[config.mk]
export PLATFORM = sky130hd
export DESIGN_NAME = disp_vramrd_flat
export DESIGN_NICKNAME = d
export VERILOG_FILES = /design/src/rtl/disp_vramrd_if.sv /design/src/rtl/disp_vramrd.sv /design/src/flat_wrapper.sv
export SDC_FILE = /design/constraint.sdc
export NUM_CORES = 1
export LEC_CHECK = 0
export CAP_MARGIN = 30
export CORE_MARGIN = 2
export CORE_UTILIZATION = 25
export DETAILED_ROUTE_END_ITERATION = 8
export PLACE_DENSITY = 0.42
export SLEW_MARGIN = 0
export SYNTH_ARGS = -nofsm -noshare
export SYNTH_HDL_FRONTEND = slang
export SYNTH_SLANG_ARGS = --single-unit
[constraint.sdc]
create_clock -name ACLK -period 3.9 [get_ports ACLK]
set_input_delay 0.39 -clock ACLK [delete_from_list [all_inputs] [get_ports ACLK]]
set_output_delay 0.39 -clock ACLK [all_outputs]
set_load 0.05 [all_outputs]
[src/rtl/disp_vramrd_if.sv]
// AXI read-address / read-data handshake bundle between the VRAM reader and the interconnect.
// Read data travels straight to the display FIFO, so no RDATA lane is carried here.
interface disp_vramrd_if #(
  parameter int unsigned ADDR_W = 32
);
  logic [ADDR_W-1:0] ARADDR;
  logic [7:0]        ARLEN;
  logic              ARVALID;
  logic              ARREADY;
  logic              RLAST;
  logic              RVALID;
  logic              RREADY;

  modport master (
    output ARADDR, ARLEN, ARVALID, RREADY,
    input  ARREADY, RLAST, RVALID
  );

  modport slave (
    input  ARADDR, ARLEN, ARVALID, RREADY,
    output ARREADY, RLAST, RVALID
  );
endinterface

[src/rtl/disp_vramrd.sv]
// AXI read master fetching one display frame from VRAM in fixed-length bursts,
// with bounded outstanding bursts, FIFO back-pressure and DISPON abort-with-drain.
module disp_vramrd #(
  parameter int unsigned ADDR_W     = 32,
  parameter int unsigned BEAT_BYTES = 4,
  parameter int unsigned BURST_LEN  = 8,
  parameter int unsigned MAX_OUTST  = 2
) (
  input  logic              ACLK,
  input  logic              ARST,
  disp_vramrd_if.master     bus,
  input  logic [1:0]        RESOL,
  input  logic              VRSTART,
  input  logic              DISPON,
  input  logic [ADDR_W-4:0] DISPADDR,
  input  logic              BUF_WREADY,
  output logic              BUSY,
  output logic              FRAME_DONE
);

  localparam int unsigned CNT_W       = 21;
  localparam int unsigned OUT_W       = 3;
  localparam int unsigned BURST_BYTES = BURST_LEN * BEAT_BYTES;
  localparam int unsigned LEN_SH      = $clog2(BURST_LEN);

  typedef enum logic [1:0] {S_IDLE, S_ADDR, S_WAIT, S_DRAIN} state_t;

  state_t             state_q, state_nxt;
  logic [CNT_W-1:0]   issued_q, done_q, nburst_q;
  logic [CNT_W-1:0]   issued_nxt, nburst_c, pixels_c;
  logic [OUT_W-1:0]   outst_q, outst_nxt;
  logic [ADDR_W-1:0]  araddr_q;
  logic               arvalid_q, rready_q, busy_q, frame_done_q, abort_q;
  logic               ar_hs, r_last, start, abort_set, frame_done_nxt;

  // Frame size in pixels (one pixel per beat) for the selected resolution.
  always_comb begin
    pixels_c = CNT_W'(1310720);
    case (RESOL)
      2'b00:   pixels_c = CNT_W'(307200);
      2'b01:   pixels_c = CNT_W'(480000);
      2'b10:   pixels_c = CNT_W'(786432);
      default: pixels_c = CNT_W'(1310720);
    endcase
    nburst_c = pixels_c >> LEN_SH;
  end

  assign ar_hs  = arvalid_q & bus.ARREADY;
  assign r_last = bus.RVALID & rready_q & bus.RLAST & (outst_q != '0);
  assign issued_nxt = issued_q + CNT_W'(ar_hs);

  always_comb begin
    outst_nxt = outst_q;
    if (ar_hs && !r_last)      outst_nxt = outst_q + OUT_W'(1);
    else if (!ar_hs && r_last) outst_nxt = outst_q - OUT_W'(1);
  end

  // Next-state: ARVALID is only ever dropped after a handshake or on a DISPON abort.
  always_comb begin
    state_nxt = state_q;
    start     = 1'b0;
    abort_set = 1'b0;
    case (state_q)
      S_IDLE: begin
        if (VRSTART && DISPON) begin
          start     = 1'b1;
          state_nxt = S_ADDR;
        end
      end
      S_ADDR: begin
        if (!DISPON) begin
          abort_set = 1'b1;
          state_nxt = S_DRAIN;
        end else if (ar_hs && issued_nxt == nburst_q) begin
          state_nxt = S_DRAIN;
        end else if (ar_hs && (outst_nxt == OUT_W'(MAX_OUTST) || !BUF_WREADY)) begin
          state_nxt = S_WAIT;
        end
      end
      S_WAIT: begin
        if (!DISPON) begin
          abort_set = 1'b1;
          state_nxt = S_DRAIN;
        end else if (outst_q < OUT_W'(MAX_OUTST) && BUF_WREADY) begin
          state_nxt = S_ADDR;
        end
      end
      S_DRAIN: begin
        if (outst_q == '0) state_nxt = S_IDLE;
      end
      default: state_nxt = S_IDLE;
    endcase
  end

  assign frame_done_nxt = r_last && (done_q + CNT_W'(1) == nburst_q) && !abort_q &&
                          (state_q != S_IDLE);

  always_ff @(posedge ACLK or posedge ARST) begin
    if (ARST) begin
      state_q      <= S_IDLE;
      issued_q     <= '0;
      done_q       <= '0;
      nburst_q     <= '0;
      outst_q      <= '0;
      araddr_q     <= '0;
      arvalid_q    <= 1'b0;
      rready_q     <= 1'b0;
      busy_q       <= 1'b0;
      frame_done_q <= 1'b0;
      abort_q      <= 1'b0;
    end else begin
      state_q      <= state_nxt;
      outst_q      <= outst_nxt;
      arvalid_q    <= (state_nxt == S_ADDR);
      rready_q     <= (state_nxt != S_IDLE) && (outst_nxt != '0);
      busy_q       <= (state_nxt != S_IDLE);
      frame_done_q <= frame_done_nxt;
      if (start) begin
        issued_q <= '0;
        done_q   <= '0;
        nburst_q <= nburst_c;
        araddr_q <= {DISPADDR, 3'b000};
        abort_q  <= 1'b0;
      end else begin
        issued_q <= issued_nxt;
        abort_q  <= abort_q | abort_set;
        if (ar_hs)  araddr_q <= araddr_q + ADDR_W'(BURST_BYTES);
        if (r_last) done_q   <= done_q + CNT_W'(1);
      end
    end
  end

  assign bus.ARADDR  = araddr_q;
  assign bus.ARLEN   = 8'(BURST_LEN - 1);
  assign bus.ARVALID = arvalid_q;
  assign bus.RREADY  = rready_q;
  assign BUSY        = busy_q;
  assign FRAME_DONE  = frame_done_q;

  // A last beat with nothing outstanding means the interconnect returned data nobody asked for.
  a_no_orphan_rlast: assert property (@(posedge ACLK) disable iff (ARST)
                                      !(bus.RVALID && bus.RLAST && outst_q == '0));

endmodule
[src/flat_wrapper.sv]
// flat-port wrapper written by rule: the top's interface ports become plain ports
module disp_vramrd_flat 
#(
  parameter int unsigned ADDR_W     = 32,
  parameter int unsigned BEAT_BYTES = 4,
  parameter int unsigned BURST_LEN  = 8,
  parameter int unsigned MAX_OUTST  = 2
)
  (ACLK, ARST, RESOL, VRSTART, DISPON, DISPADDR, BUF_WREADY, BUSY, FRAME_DONE, bus_ARADDR, bus_ARLEN, bus_ARVALID, bus_RREADY, bus_ARREADY, bus_RLAST, bus_RVALID);
  disp_vramrd_if #(.ADDR_W(ADDR_W)) bus_i ();
  input  logic ACLK;
  input  logic ARST;
  input  logic [1:0] RESOL;
  input  logic VRSTART;
  input  logic DISPON;
  input  logic [ADDR_W-4:0] DISPADDR;
  input  logic BUF_WREADY;
  output logic BUSY;
  output logic FRAME_DONE;
  output wire logic [$bits(bus_i.ARADDR)-1:0] bus_ARADDR;
  output wire logic [$bits(bus_i.ARLEN)-1:0] bus_ARLEN;
  output wire logic [$bits(bus_i.ARVALID)-1:0] bus_ARVALID;
  output wire logic [$bits(bus_i.RREADY)-1:0] bus_RREADY;
  input wire logic [$bits(bus_i.ARREADY)-1:0] bus_ARREADY;
  input wire logic [$bits(bus_i.RLAST)-1:0] bus_RLAST;
  input wire logic [$bits(bus_i.RVALID)-1:0] bus_RVALID;
  assign bus_ARADDR = bus_i.ARADDR;
  assign bus_ARLEN = bus_i.ARLEN;
  assign bus_ARVALID = bus_i.ARVALID;
  assign bus_RREADY = bus_i.RREADY;
  assign bus_i.ARREADY = bus_ARREADY;
  assign bus_i.RLAST = bus_RLAST;
  assign bus_i.RVALID = bus_RVALID;
  disp_vramrd #(.ADDR_W(ADDR_W), .BEAT_BYTES(BEAT_BYTES), .BURST_LEN(BURST_LEN), .MAX_OUTST(MAX_OUTST)) u_core (.ACLK(ACLK), .ARST(ARST), .bus(bus_i), .RESOL(RESOL), .VRSTART(VRSTART), .DISPON(DISPON), .DISPADDR(DISPADDR), .BUF_WREADY(BUF_WREADY), .BUSY(BUSY), .FRAME_DONE(FRAME_DONE));
endmodule
# Word level (Yosys, flattened, before mapping)
# Index checks and enable logic that the tools add are counted.
# word_totals
register_bits	102
inputBits	39
output_inout_bits	44
wordCells	77
# classes
addsub	5
magnitude_cmp	1
n_eq_ne	9
n_mux	21
bitwise	5
reduce_logical	25
# ops
op	count
2-to-1 mux 32 bit	2
2-to-1 mux 21 bit	3
one-hot mux 21 bit (3 select lines)	1
== test 21 x 18 -> 1 bit	2
adder 32 x 6 -> 32 bit (second input constant)	1
adder 21 x 1 -> 21 bit	1
adder 21 x 1 -> 21 bit (second input constant)	1
2-to-1 mux 2 bit	7
logical AND 1 bit	10
one-hot mux 2 bit (4 select lines)	1
nonzero test 2 bit	4
== test 2 x 1 -> 1 bit (second input constant)	3
== test 2 bit (second input constant)	3
2-to-1 mux 3 bit	2
nonzero test 3 bit	2
2-to-1 mux 1 bit	5
bitwise AND 1 bit	4
logical NOT 1 bit	4
logical NOT 2 bit	2
adder 3 x 1 -> 3 bit (second input constant)	1
== test 3 x 2 -> 1 bit (second input constant)	1
logical NOT 3 bit	1
< comparator 3 x 2 -> 1 bit (second input constant)	1
subtractor 3 x 1 -> 3 bit (second input constant)	1
3 further kinds	3

# Longest topological paths before layout
# Gate-level depths: netlist of the first run.
# depth
ltp_word	15
mapped_depth	13
ltp_nobuf	12

# Worst setup path after synthesis of the first run
# Ideal clock, no wire load.
# synth_timing
kind	register -> register
start	register u_core.arvalid_q, in the netlist u_core.bus.ARVALID
end	register u_core.arvalid_q, in the netlist u_core.bus.ARVALID
setup_ns	0.125
arrival_ns	3.033
required_time_ns	3.775
slack_ns	0.742
path_stages_with_launch	13
path_buffers	0
period_less_slack_ns	3.158
path_cell_list	dfrtp_1 > nand2_1 > inv_2 > ha_1 > ha_1 > nand3_1 > nor4_4 > xnor2_1 > a221oi_2 > o211ai_1 > o41ai_4 > o21ai_2 > nor2b_1
# synth_between
elab_chain_len	13
word_cells_on_any_way	17
classes_between	1 x add/sub; 3 x eq/ne; 6 x mux; 1 x bitwise; 6 x reduce/logical
# synth_rtl
item	line_no	text
start: declaration	disp_vramrd.sv:33	logic arvalid_q, rready_q, busy_q, frame_done_q, abort_q;
start signal: assignment	disp_vramrd.sv:114	arvalid_q <= (state_nxt == S_ADDR);
bitwise AND 1 bit *	disp_vramrd.sv:48	assign ar_hs = arvalid_q & bus.ARREADY;
branches (longest 8 deep; another with adder 21 x 1 -> 21 bit)	--	
2-to-1 mux 2 bit *	disp_vramrd.sv:74	end else if (ar_hs && issued_nxt == nburst_q) begin
2-to-1 mux 2 bit *	disp_vramrd.sv:71	if (!DISPON) begin
one-hot mux 2 bit (4 select lines) *	disp_vramrd.sv:63	case (state_q)
== test 2 x 1 -> 1 bit *	disp_vramrd.sv:114	
# Mark *: on every way between the ends.
# A chain may end at the register's enable or synchronous reset.

# Worst setup path in the final report of the first run
# layout_timing
start	input bus_ARREADY
end	register u_core.arvalid_q, in the netlist u_core.bus.ARVALID
# layout_between
elab_chain_len	13
word_cells_on_any_way	17
classes_between	1 x add/sub; 3 x eq/ne; 6 x mux; 1 x bitwise; 6 x reduce/logical
# layout_rtl
item	line_no	text
start: declaration	flat_wrapper.sv:24	input wire logic [$bits(bus_i.ARREADY)-1:0] bus_ARREADY;
bitwise AND 1 bit *	disp_vramrd.sv:48	
branches (longest 8 deep; another with adder 21 x 1 -> 21 bit)	--	
2-to-1 mux 2 bit *	disp_vramrd.sv:74	
2-to-1 mux 2 bit *	disp_vramrd.sv:71	
one-hot mux 2 bit (4 select lines) *	disp_vramrd.sv:63	
== test 2 x 1 -> 1 bit *	disp_vramrd.sv:114	
# Marks and branches as above.

==> results of run 1 <==
-- logic make-up (layout without fill, tap and decap cells) --
family	after synthesis	in the layout	share of synthesized area (%)
xor gates and xnor gates	79	79	13.0
DFF	87	87	40.0
buffers and inverters	57	113	5.06
adders and majority gates	13	13	2.99
muxes	3	3	0.575
and+or+nand+nor	291	291	26.7
AOI/OAI and AO/OA	94	94	11.5
other	2	11	0.138
-- per-stage QoR --
stage          hold WS (ns)  setup slack, ns
5_1_grt               0.304            0.524
2_1_floorplan         0.463            0.742
3_5_place_dp          0.471            0.371
4_1_cts               0.277            0.752
6_report              0.292            0.768
3_3_place_gp          0.475            0.503
-- power by group through the flow --
stage	combinational, W	sequential (W)	clock [W]
finish	0.00192	0.00146	0.000923
global route	0.00208	0.00150	0.00100
detailed placement	0.00193	0.00147	0
floorplan	0.000796	0.00195	0
CTS	0.00194	0.00146	0.000968
global placement	0.00191	0.00147	0
-- sequential cells by signal, indices dropped and copies added, names as in the netlist --
register	cells
u_core.abort_q	1
u_core.bus.ARADDR	29
u_core.nburst_q	6
u_core.issued_q	21
u_core.bus.ARVALID	1
u_core.bus.RREADY	1
u_core.done_q	21
u_core.FRAME_DONE	1
u_core.state_q	2
u_core.BUSY	1
u_core.outst_q	3
-- layout make-up --
type                       count  area [sq um]
tap                          275           344
fill                        2245         14400
multi-input combinational    491          3020
timing repair buffer          79           803
clock inverter                 6          72.6
inverter                      18          68.8
sequential                    87          2180
clock buffer                  10           239
-- critical path, stage by stage --
cell and delay (ns):
sky130_fd_sc_hd__clkdlybuf4s50_1 0.46, sky130_fd_sc_hd__nand2_1 0.07, sky130_fd_sc_hd__inv_2 0.07, sky130_fd_sc_hd__ha_1 0.20, sky130_fd_sc_hd__ha_1 0.23, sky130_fd_sc_hd__nand3_1 0.28, sky130_fd_sc_hd__nor4_4 0.36, sky130_fd_sc_hd__xnor2_1 0.16
sky130_fd_sc_hd__a221oi_2 0.32, sky130_fd_sc_hd__o211ai_1 0.18, sky130_fd_sc_hd__o41ai_4 0.33, sky130_fd_sc_hd__o21ai_2 0.15, sky130_fd_sc_hd__nor2b_1 0.15
-- cell usage after synthesis, drive strengths merged (3+ instances only) --
library cell,instances,area share (%)
a211oi,4,0.55
a21o,3,0.41
a21oi,13,1.2
a22oi,3,0.41
a31oi,6,0.69
and2,8,0.92
and3,16,1.8
and4,4,0.64
buf,16,2.2
clkbuf,23,1.6
dfrtp,87,40
ha,13,3.0
inv,18,1.2
nand2,91,6.3
nand2b,4,0.46
nand3,29,2.7
nand3b,4,0.55
nand4,19,2.9
nor2,70,4.8
nor3,23,2.4
nor4,10,1.5
o211ai,3,0.41
o21ai,42,4.0
or3,3,0.35
xnor2,34,5.5
xor2,44,7.1
-- per-layer routing --
metal,share of wire (%),vias up
met5,0,-
met4,1.2,0
met3,5.5,13
met2,46,103
met1,47,2217
li1,-,2262
-- final timing paths --
kind                                            from               endpoint  depth (start not counted)
worst max-delay path                     bus_ARREADY     u_core.bus.ARVALID                         13
worst min-delay path                            ARST  u_core.bus.ARADDR[21]                          2
worst max register to register    u_core.bus.ARVALID     u_core.bus.ARVALID                         12
worst min register to register  u_core.bus.ARADDR[4]   u_core.bus.ARADDR[4]                          2
max in group asynchronous                       ARST      u_core.done_q[15]                          4
min in group ACLK               u_core.bus.ARADDR[4]   u_core.bus.ARADDR[4]                          2
==> out/metrics.cfg, run 1 <==
[run_status]
status=completed

[detailed_routing]
wl_per_cell_um=14.7
detail-route-antenna-nets=0
vias_per_cell=4.76
drt-pass1-iter-count=4
detail_route.drc_violations=0
detailroute.via_count=4595
postRouteWirelength_mm=14.2
drt_first_iter_violations=194

[global_routing]
met2_layer_usage_reported_by_global_route_pct=21.3
wire_length_of_the_first_global_routing_pass_mm=23.8
busiest_layer=met2
grt_start_max_net_pins=60
grt_util_all_layers_pct=13.2
grt_util_met1_pct=17.4
grt.met3_usage_pct=3.53
globalRouteOverflowTotal=0
grt_antenna_before_repair=0
via_count_of_the_first_global_routing_pass=4584

[sta]
rsz0062_at_grt=no
fin_tns_setup_ns=0
fin_skew_ns=0.0119
max_freq_mhz=319
final.period_utilization_pct=80.3
timing_worst_slew_pin_value_ns=0.650
final_setup_violations=0
timing_hold_violations_final=0
drv_slew=0
finalCriticalPeriod_ns=3.13
timing.slew.headroom_pct=56.6

[power]
power.switching_w=0.00192
share_comb_of_total_power_pct=44.6
switch_share_pct=44.7
power_per_cell_area_mw_per_mm2=639
static-leakage-power_nw=2.81
power_frac_clock_pct=21.5
sequentialPowerShare_pct=33.9
power_w=0.00430
p_int_w=0.00238
vdd_ir_drop_max_mv=0.430

[synth]
syn-cell-area_sq_mm=0.00544
postSynthRegisterBits=87
postSynth.topFlopCell=sky130_fd_sc_hd__dfrtp_1
synth_cell_type_count=64
synth-edff-count=0
synthesis.yosys.warnings=0
yosysSeqAreaShare_pct=40.0
avgSynthCellArea_sq_um=8.69
synthCells=626
synth_async_sr_flop_share_pct=100

[clock_tree]
cts_hold_buffers=0
path_clk_slew_ns=0.08
clock_tree_from_tritoncts=done
cts.sink_count=87
cts_max_path_buffers=2
post-cts-setup-buffer-count=0
htree_levels=3
cts_root_buf=sky130_fd_sc_hd__clkbuf_16
post_cts_resized=0
cts-buffers-inserted=9
worst_skew_pair.late_latency_ns=0.35

[placement]
place.detailed.instances=950
post_dp_cell_area_sq_mm=0.00641
place.port_buffers=71
place.gp.congestion=0.817
place.detailed.hpwl_mm=10.3

[cells_and_area]
layout-drive-gt1-share_pct=6.22
areaGrowthSynthToFinish_pct=23.7
mostFrequentLayoutCell=sky130_fd_sc_hd__nand2_1
final_cells=966
num_antenna_cells=0
fin_util_pct=31.8
finalNetCount=738
layout.cells.most_common_list=91 x sky130_fd_sc_hd__nand2_1, 87 x sky130_fd_sc_hd__dfrtp_1, 71 x sky130_fd_sc_hd__clkdlybuf4s50_1, 70 x sky130_fd_sc_hd__nor2_1, 44 x sky130_fd_sc_hd__xor2_1
final_design_area_no_fill_sq_mm=0.00673

[critical_path]
reg2reg_setup_slack_ns=0.89
cp.arrival_ns=3.36
timing.critical_path.from_type=primary input
critPathCaptureType=flop
crit_path_max_fanout=5
critical_path_class=in2reg
critPathRequiredTime_ns=4.13

[floorplanning]
floorplan.core_area_sq_mm=0.0212
die_area_sq_mm=0.0229
chip_height_um=151
ios=83
die_width_um=151
num_rows=53
initial_core_util_pct=25.7

[run]
timing.max_cap.violations=0

[worst_hold_path]
hold_class=in2async

No activity file was read; power rests on OpenSTA's default activity.
==> run 2: changes to the inputs <==
PLACE_DENSITY = 0.44   (was 0.42)
clock period = 2.58 ns   (was 3.9 ns; I/O delays follow)
==> out/metrics.cfg, run 2 (synthesis results as in run 1) <==
[run_status]
status=completed

[clock_tree]
cts-buffers-inserted=9  ; unchanged
worst_skew_pair.late_latency_ns=0.35  ; about the same
cts.sink_count=87  ; unchanged
cts_hold_buffers=0  ; unchanged
path_clk_slew_ns=0.07  ; about the same
htree_levels=3  ; unchanged
cts_root_buf=sky130_fd_sc_hd__clkbuf_16
cts_max_path_buffers=2  ; unchanged
clock_tree_from_tritoncts=done

[floorplanning]
num_rows=53  ; unchanged
die_area_sq_mm=0.0229  ; unchanged
initial_core_util_pct=25.7  ; unchanged
die_width_um=151  ; unchanged
floorplan.core_area_sq_mm=0.0212  ; unchanged
ios=83  ; unchanged
chip_height_um=151  ; unchanged

[global_routing]
wire_length_of_the_first_global_routing_pass_mm=24.3  ; +2.3%
grt_start_max_net_pins=58  ; -3.3%
grt_antenna_before_repair=0  ; unchanged
grt_util_all_layers_pct=13.5  ; +0.32 points
globalRouteOverflowTotal=0  ; unchanged
via_count_of_the_first_global_routing_pass=4713  ; +2.8%

[detailed_routing]
vias_per_cell=4.62  ; -2.9%
drt-pass1-iter-count=4  ; unchanged
postRouteWirelength_mm=14.6  ; +2.8%
detail_route.drc_violations=0  ; unchanged
drt_first_iter_violations=202  ; +4.1%
wl_per_cell_um=14.5  ; -1.5%
detail-route-antenna-nets=0  ; unchanged
detailroute.via_count=4655  ; +1.3%

[critical_path]
critPathRequiredTime_ns=2.82  ; -1.31 ns
cp.buffers_inverters=2  ; unchanged
timing.critical_path.from_type=flop
critical_path.top_delay_family=compound AO/OA/AOI/OAI gates
cp_common_cell=sky130_fd_sc_hd__ha_4
reg2reg_setup_slack_ns=0.03  ; -0.86 ns
critical_path_class=reg2reg
critical_path.cell_chain=nand2_4 -> inv_4 -> ha_4 -> ha_4 -> xor2_2 -> nor4_2 -> nand2_1 -> a211oi_2 -> o2111ai_2 -> o41ai_4 -> buf_4 -> o21ai_2 -> nor2b_1
cp.arrival_ns=2.79  ; -0.57 ns
cp_slowest_cell=sky130_fd_sc_hd__dfrtp_2
crit_path_max_fanout=4  ; -1
critPathCaptureType=flop
critical-path-max-stage-delay_ns=0.42  ; -0.04 ns

[sta]
max_freq_mhz=392
fin_tns_setup_ns=0  ; unchanged
final.period_utilization_pct=98.9
drv_slew=0  ; unchanged
rsz0062_at_grt=yes
finalCriticalPeriod_ns=2.55
fin_skew_ns=0.0111  ; -0.000777 ns
final.hold.worst_slack_ns=0.272  ; -0.0197 ns
final_setup_violations=0  ; unchanged
timing.slew.headroom_pct=63.1  ; +6.6 points
timing_hold_violations_final=0  ; unchanged
timing_worst_slew_pin_value_ns=0.552  ; -0.0982 ns

[placement]
place.gp.congestion=0.816  ; -0.20%
place.detailed.hpwl_mm=10.5  ; +1.9%
place.port_buffers=71  ; unchanged
post_dp_cell_area_sq_mm=0.00676  ; +5.4%

[cells_and_area]
mostFrequentLayoutCell=sky130_fd_sc_hd__nand2_1
finalNetCount=780  ; +5.7%
largest_register_ffs=29  ; unchanged
layout.cells.most_common_list=90 x sky130_fd_sc_hd__nand2_1, 86 x sky130_fd_sc_hd__dfrtp_1, 70 x sky130_fd_sc_hd__nor2_1, 70 x sky130_fd_sc_hd__clkdlybuf4s50_1, 47 x sky130_fd_sc_hd__buf_4
final_design_area_no_fill_sq_mm=0.00722  ; +7.4%
layout-drive-gt1-share_pct=14.2  ; +8.0 points
num_antenna_cells=0  ; unchanged
fin_util_pct=34.1  ; +2.4 points
areaGrowthSynthToFinish_pct=32.8

[worst_hold_path]
hold_class=in2async

[run]
timing.max_cap.violations=0  ; unchanged

[power]
static-leakage-power_nw=3.05  ; +8.6%
power_per_cell_area_mw_per_mm2=952  ; +49%
vdd_ir_drop_max_mv=0.601  ; +40%

run 2: repair_timing:
item	in CTS	in global routing
gates resized for setup	2	14
setup buffers	0	6
pin swaps	1	10
gates cloned	0	0
endpoints found under the setup margin	3	6
run 2: power breakdown:
| part | total, W | internal [W] | switching (W) | leakage [nW] |
|---|---|---|---|---|
| sequential | 0.00220 | 0.00173 | 0.000464 | 1.13 |
| combinational | 0.00314 | 0.00120 | 0.00194 | 1.75 |
| clock | 0.00154 | 0.000954 | 0.000583 | 0.164 |
| total | 0.00688 | 0.00389 | 0.00299 | 3.05 |
run 2: routing by layer:
metal / part of all wire (%) / routed length [um] / track usage [%]
met1: 47 / 6810 / 17.5
met2: 47 / 6910 / 21.6
met3: 4.4 / 647 / 3.83
met4: 1.5 / 214 / 4.44
met5: 0 / 0 / 0
run 2: worst paths after layout:
kind	startpoint	cells after the start	to
max reg2reg	u_core.bus.ARVALID	13	u_core.bus.ARVALID
min	ARST	2	u_core.bus.ARADDR[18]
min in group ACLK	DISPADDR[0]	3	u_core.bus.ARADDR[3]
max in group asynchronous	ARST	3	u_core.done_q[2]
min reg2reg	u_core.bus.ARADDR[3]	2	u_core.bus.ARADDR[3]
max	u_core.bus.ARVALID	13	u_core.bus.ARVALID
run 2: final cells by class:
class | count | area [sq um]
Inverter | 18 | 73.8
Clock buffer | 10 | 229
Timing Repair Buffer | 121 | 1130
Clock inverter | 6 | 115
Fill cell | 2149 | 13900
Multi-Input combinational cell | 491 | 3160
Tap cell | 275 | 344
Sequential cell | 87 | 2180
run 2: through the flow:
step	setup slack (ns)	power [W]	std cells
floorplan	-0.0685	0.00420	635
global placement	-0.341	0.00524	986
detailed placement	-0.378	0.00527	986
CTS	-0.0105	0.00687	1002
global route	-0.108	0.00731	1008
finish	0.0272	0.00688	1008
run 2: worst register-to-register path, stage by stage, from the launching register on:
cell and delay, ns:
sky130_fd_sc_hd__dfrtp_2 0.42, sky130_fd_sc_hd__nand2_4 0.08, sky130_fd_sc_hd__inv_4 0.04, sky130_fd_sc_hd__ha_4 0.17
sky130_fd_sc_hd__ha_4 0.18, sky130_fd_sc_hd__xor2_2 0.18, sky130_fd_sc_hd__nor4_2 0.15, sky130_fd_sc_hd__nand2_1 0.13
sky130_fd_sc_hd__a211oi_2 0.22, sky130_fd_sc_hd__o2111ai_2 0.18, sky130_fd_sc_hd__o41ai_4 0.29, sky130_fd_sc_hd__buf_4 0.18
sky130_fd_sc_hd__o21ai_2 0.08, sky130_fd_sc_hd__nor2b_1 0.14
==> run 3: changes to the inputs <==
PLACE_DENSITY = 0.54   (was 0.44)
SKIP_LAST_GASP = 1   (was default)
clock period = 3.3 ns   (was 2.58 ns; I/O delays follow)
==> out/metrics.cfg, run 3 (synthesis results as in run 1) <==
[detailed_routing]
met2_length_mm=6.02  ; -13%
drt-pass1-iter-count=4  ; unchanged
postRouteWirelength_mm=13.4  ; -7.9%
drt_first_iter_violations=297  ; +47%
detailroute.via_count=4522  ; -2.9%
vias_per_cell=4.66  ; +0.84%
met1_length_mm=6.68  ; -1.8%
wl_per_cell_um=13.8  ; -4.4%
wl_met3_um=518  ; -20%
detail_route.drc_violations=0  ; unchanged
topRoutingLayerUsed=met4
detail-route-antenna-nets=0  ; unchanged

[cells_and_area]
largest_register_ffs=29  ; unchanged
num_antenna_cells=0  ; unchanged
layout.cells.most_common_list=91 x sky130_fd_sc_hd__nand2_1, 87 x sky130_fd_sc_hd__dfrtp_1, 71 x sky130_fd_sc_hd__clkdlybuf4s50_1, 70 x sky130_fd_sc_hd__nor2_1, 44 x sky130_fd_sc_hd__xor2_1
mostFrequentLayoutCell=sky130_fd_sc_hd__nand2_1
areaGrowthSynthToFinish_pct=23.8
layout-drive-gt1-share_pct=6.61  ; -7.6 points
layout.area.seq_sq_mm=0.00218  ; about the same
nFillCells=2203  ; +2.5%
finalNetCount=744  ; -4.6%
multi_input_area_sq_mm=0.00302  ; -4.3%

[sta]
final.period_utilization_pct=87.2
max_freq_mhz=347
timing.slew.headroom_pct=62.1  ; -1.0 points
fin_skew_ns=0.00553  ; -0.00561 ns
final_setup_violations=0  ; unchanged
rsz0062_at_grt=no
drv_slew=0  ; unchanged
fin_tns_setup_ns=0  ; unchanged
timing_hold_violations_final=0  ; unchanged
finalCriticalPeriod_ns=2.88
finalWorstSetupSlack_ns=0.421  ; +0.394 ns
timing_worst_slew_pin_value_ns=0.568  ; +0.0168 ns

[run]
timing.max_cap.violations=0  ; unchanged

[critical_path]
critical_path.top_delay_family=compound AO/OA/AOI/OAI gates
timing.critical_path.from_type=primary input
critical_path.cell_chain=clkdlybuf4s50_1 -> nand2_1 -> inv_2 -> ha_1 -> ha_1 -> nand3_1 -> nor4_4 -> xnor2_1 -> a221oi_2 -> o211ai_1 -> o41ai_4 -> o21ai_2 -> nor2b_1
critPathRequiredTime_ns=3.53  ; +0.71 ns
cp.arrival_ns=3.10  ; +0.31 ns
critical_path_class=in2reg
critical-path-max-stage-delay_ns=0.46  ; +0.04 ns
cp_slowest_cell=sky130_fd_sc_hd__clkdlybuf4s50_1
cp.buffers_inverters=2  ; unchanged
cp_common_cell=sky130_fd_sc_hd__ha_1
critPathCaptureType=flop
crit_path_max_fanout=4  ; unchanged

[clock_tree]
cts-buffers-inserted=9  ; unchanged
cts_hold_buffers=0  ; unchanged
path_clk_slew_ns=0.06  ; about the same
cts_max_path_buffers=2  ; unchanged
cts_root_buf=sky130_fd_sc_hd__clkbuf_16
post_cts_resized=0  ; -2
cts.sink_count=87  ; unchanged
worst_skew_pair.late_latency_ns=0.35  ; about the same
htree_levels=3  ; unchanged
clock_tree_from_tritoncts=done
post-cts-setup-buffer-count=0  ; unchanged

[global_routing]
grt_util_all_layers_pct=12.4  ; -1.1 points
globalRouteOverflowTotal=0  ; unchanged
grt_antenna_before_repair=0  ; unchanged
via_count_of_the_first_global_routing_pass=4441  ; -5.8%
wire_length_of_the_first_global_routing_pass_mm=22.6  ; -6.9%
grt_start_max_net_pins=78  ; +34%

[worst_hold_path]
hold_class=in2async

[floorplanning]
initial_core_util_pct=25.7  ; unchanged
chip_height_um=151  ; unchanged
floorplan.core_area_sq_mm=0.0212  ; unchanged
die_width_um=151  ; unchanged
die_area_sq_mm=0.0229  ; unchanged
ios=83  ; unchanged
num_rows=53  ; unchanged

[placement]
place.port_buffers=71  ; unchanged
place.detailed.hpwl_mm=9.64  ; -8.3%
place_ws_ns=0.0169  ; +0.394 ns
place.gp.congestion=0.824  ; +1.0%

[power]
vdd_ir_drop_max_mv=0.646  ; +7.4%
power_per_cell_area_mw_per_mm2=739  ; -22%
static-leakage-power_nw=2.81  ; -7.8%

[run_status]
status=completed

[run 3: through the flow]
stage               cells  hold slack, ns  utilization (%)  total power, W  area [sq um]
floorplan             635           0.428                -         0.00325          5470
global placement      956           0.462             30.5         0.00400          6450
detailed placement    956           0.469             30.5         0.00400          6450
CTS                   971           0.385             31.8         0.00503          6730
global route          971           0.421             31.8         0.00529          6730
finish                971           0.358             31.8         0.00498          6730
[run 3: layer usage]
metal | GRT usage (%) | up-vias
li1 | - | 2268
met1 | 17.2 | 2161
met2 | 19.2 | 78
met3 | 2.99 | 15
met4 | 3.64 | 0
met5 | 0 | -
[run 3: power by group]
part,leakage [nW],total [W],internal [W],switching (W)
Combinational,1.54,0.00226,0.000839,0.00142
Sequential,1.14,0.00171,0.00136,0.000355
Clock,0.135,0.00100,0.000581,0.000423
Total,2.81,0.00498,0.00278,0.00220
[run 3: final timing paths]
| path | start | to | slack (ns) | cells after the start |
|---|---|---|---|---|
| max in group asynchronous | ARST | u_core.done_q[1] | 2.21 | 3 |
| worst max register to register | u_core.bus.ARVALID | u_core.bus.ARVALID | 0.45 | 13 |
| worst min register to register | u_core.bus.ARADDR[3] | u_core.bus.ARADDR[3] | 0.48 | 2 |
| worst min-delay path | ARST | u_core.bus.ARADDR[24] | 0.36 | 2 |
| min in group ACLK | u_core.bus.ARADDR[3] | u_core.bus.ARADDR[3] | 0.48 | 2 |
| worst max-delay path | bus_ARREADY | u_core.bus.ARVALID | 0.42 | 13 |
[run 3: area by class of cell]
type | instances | area share (%)
Multi-Input combinational cell | 491 | 44.9
Sequential cell | 87 | 32.3
Timing Repair Buffer | 85 | 12.5
Tap cell | 275 | 5.11
Clock buffer | 11 | 3.46
Inverter | 18 | 1.02
Clock inverter | 4 | 0.706
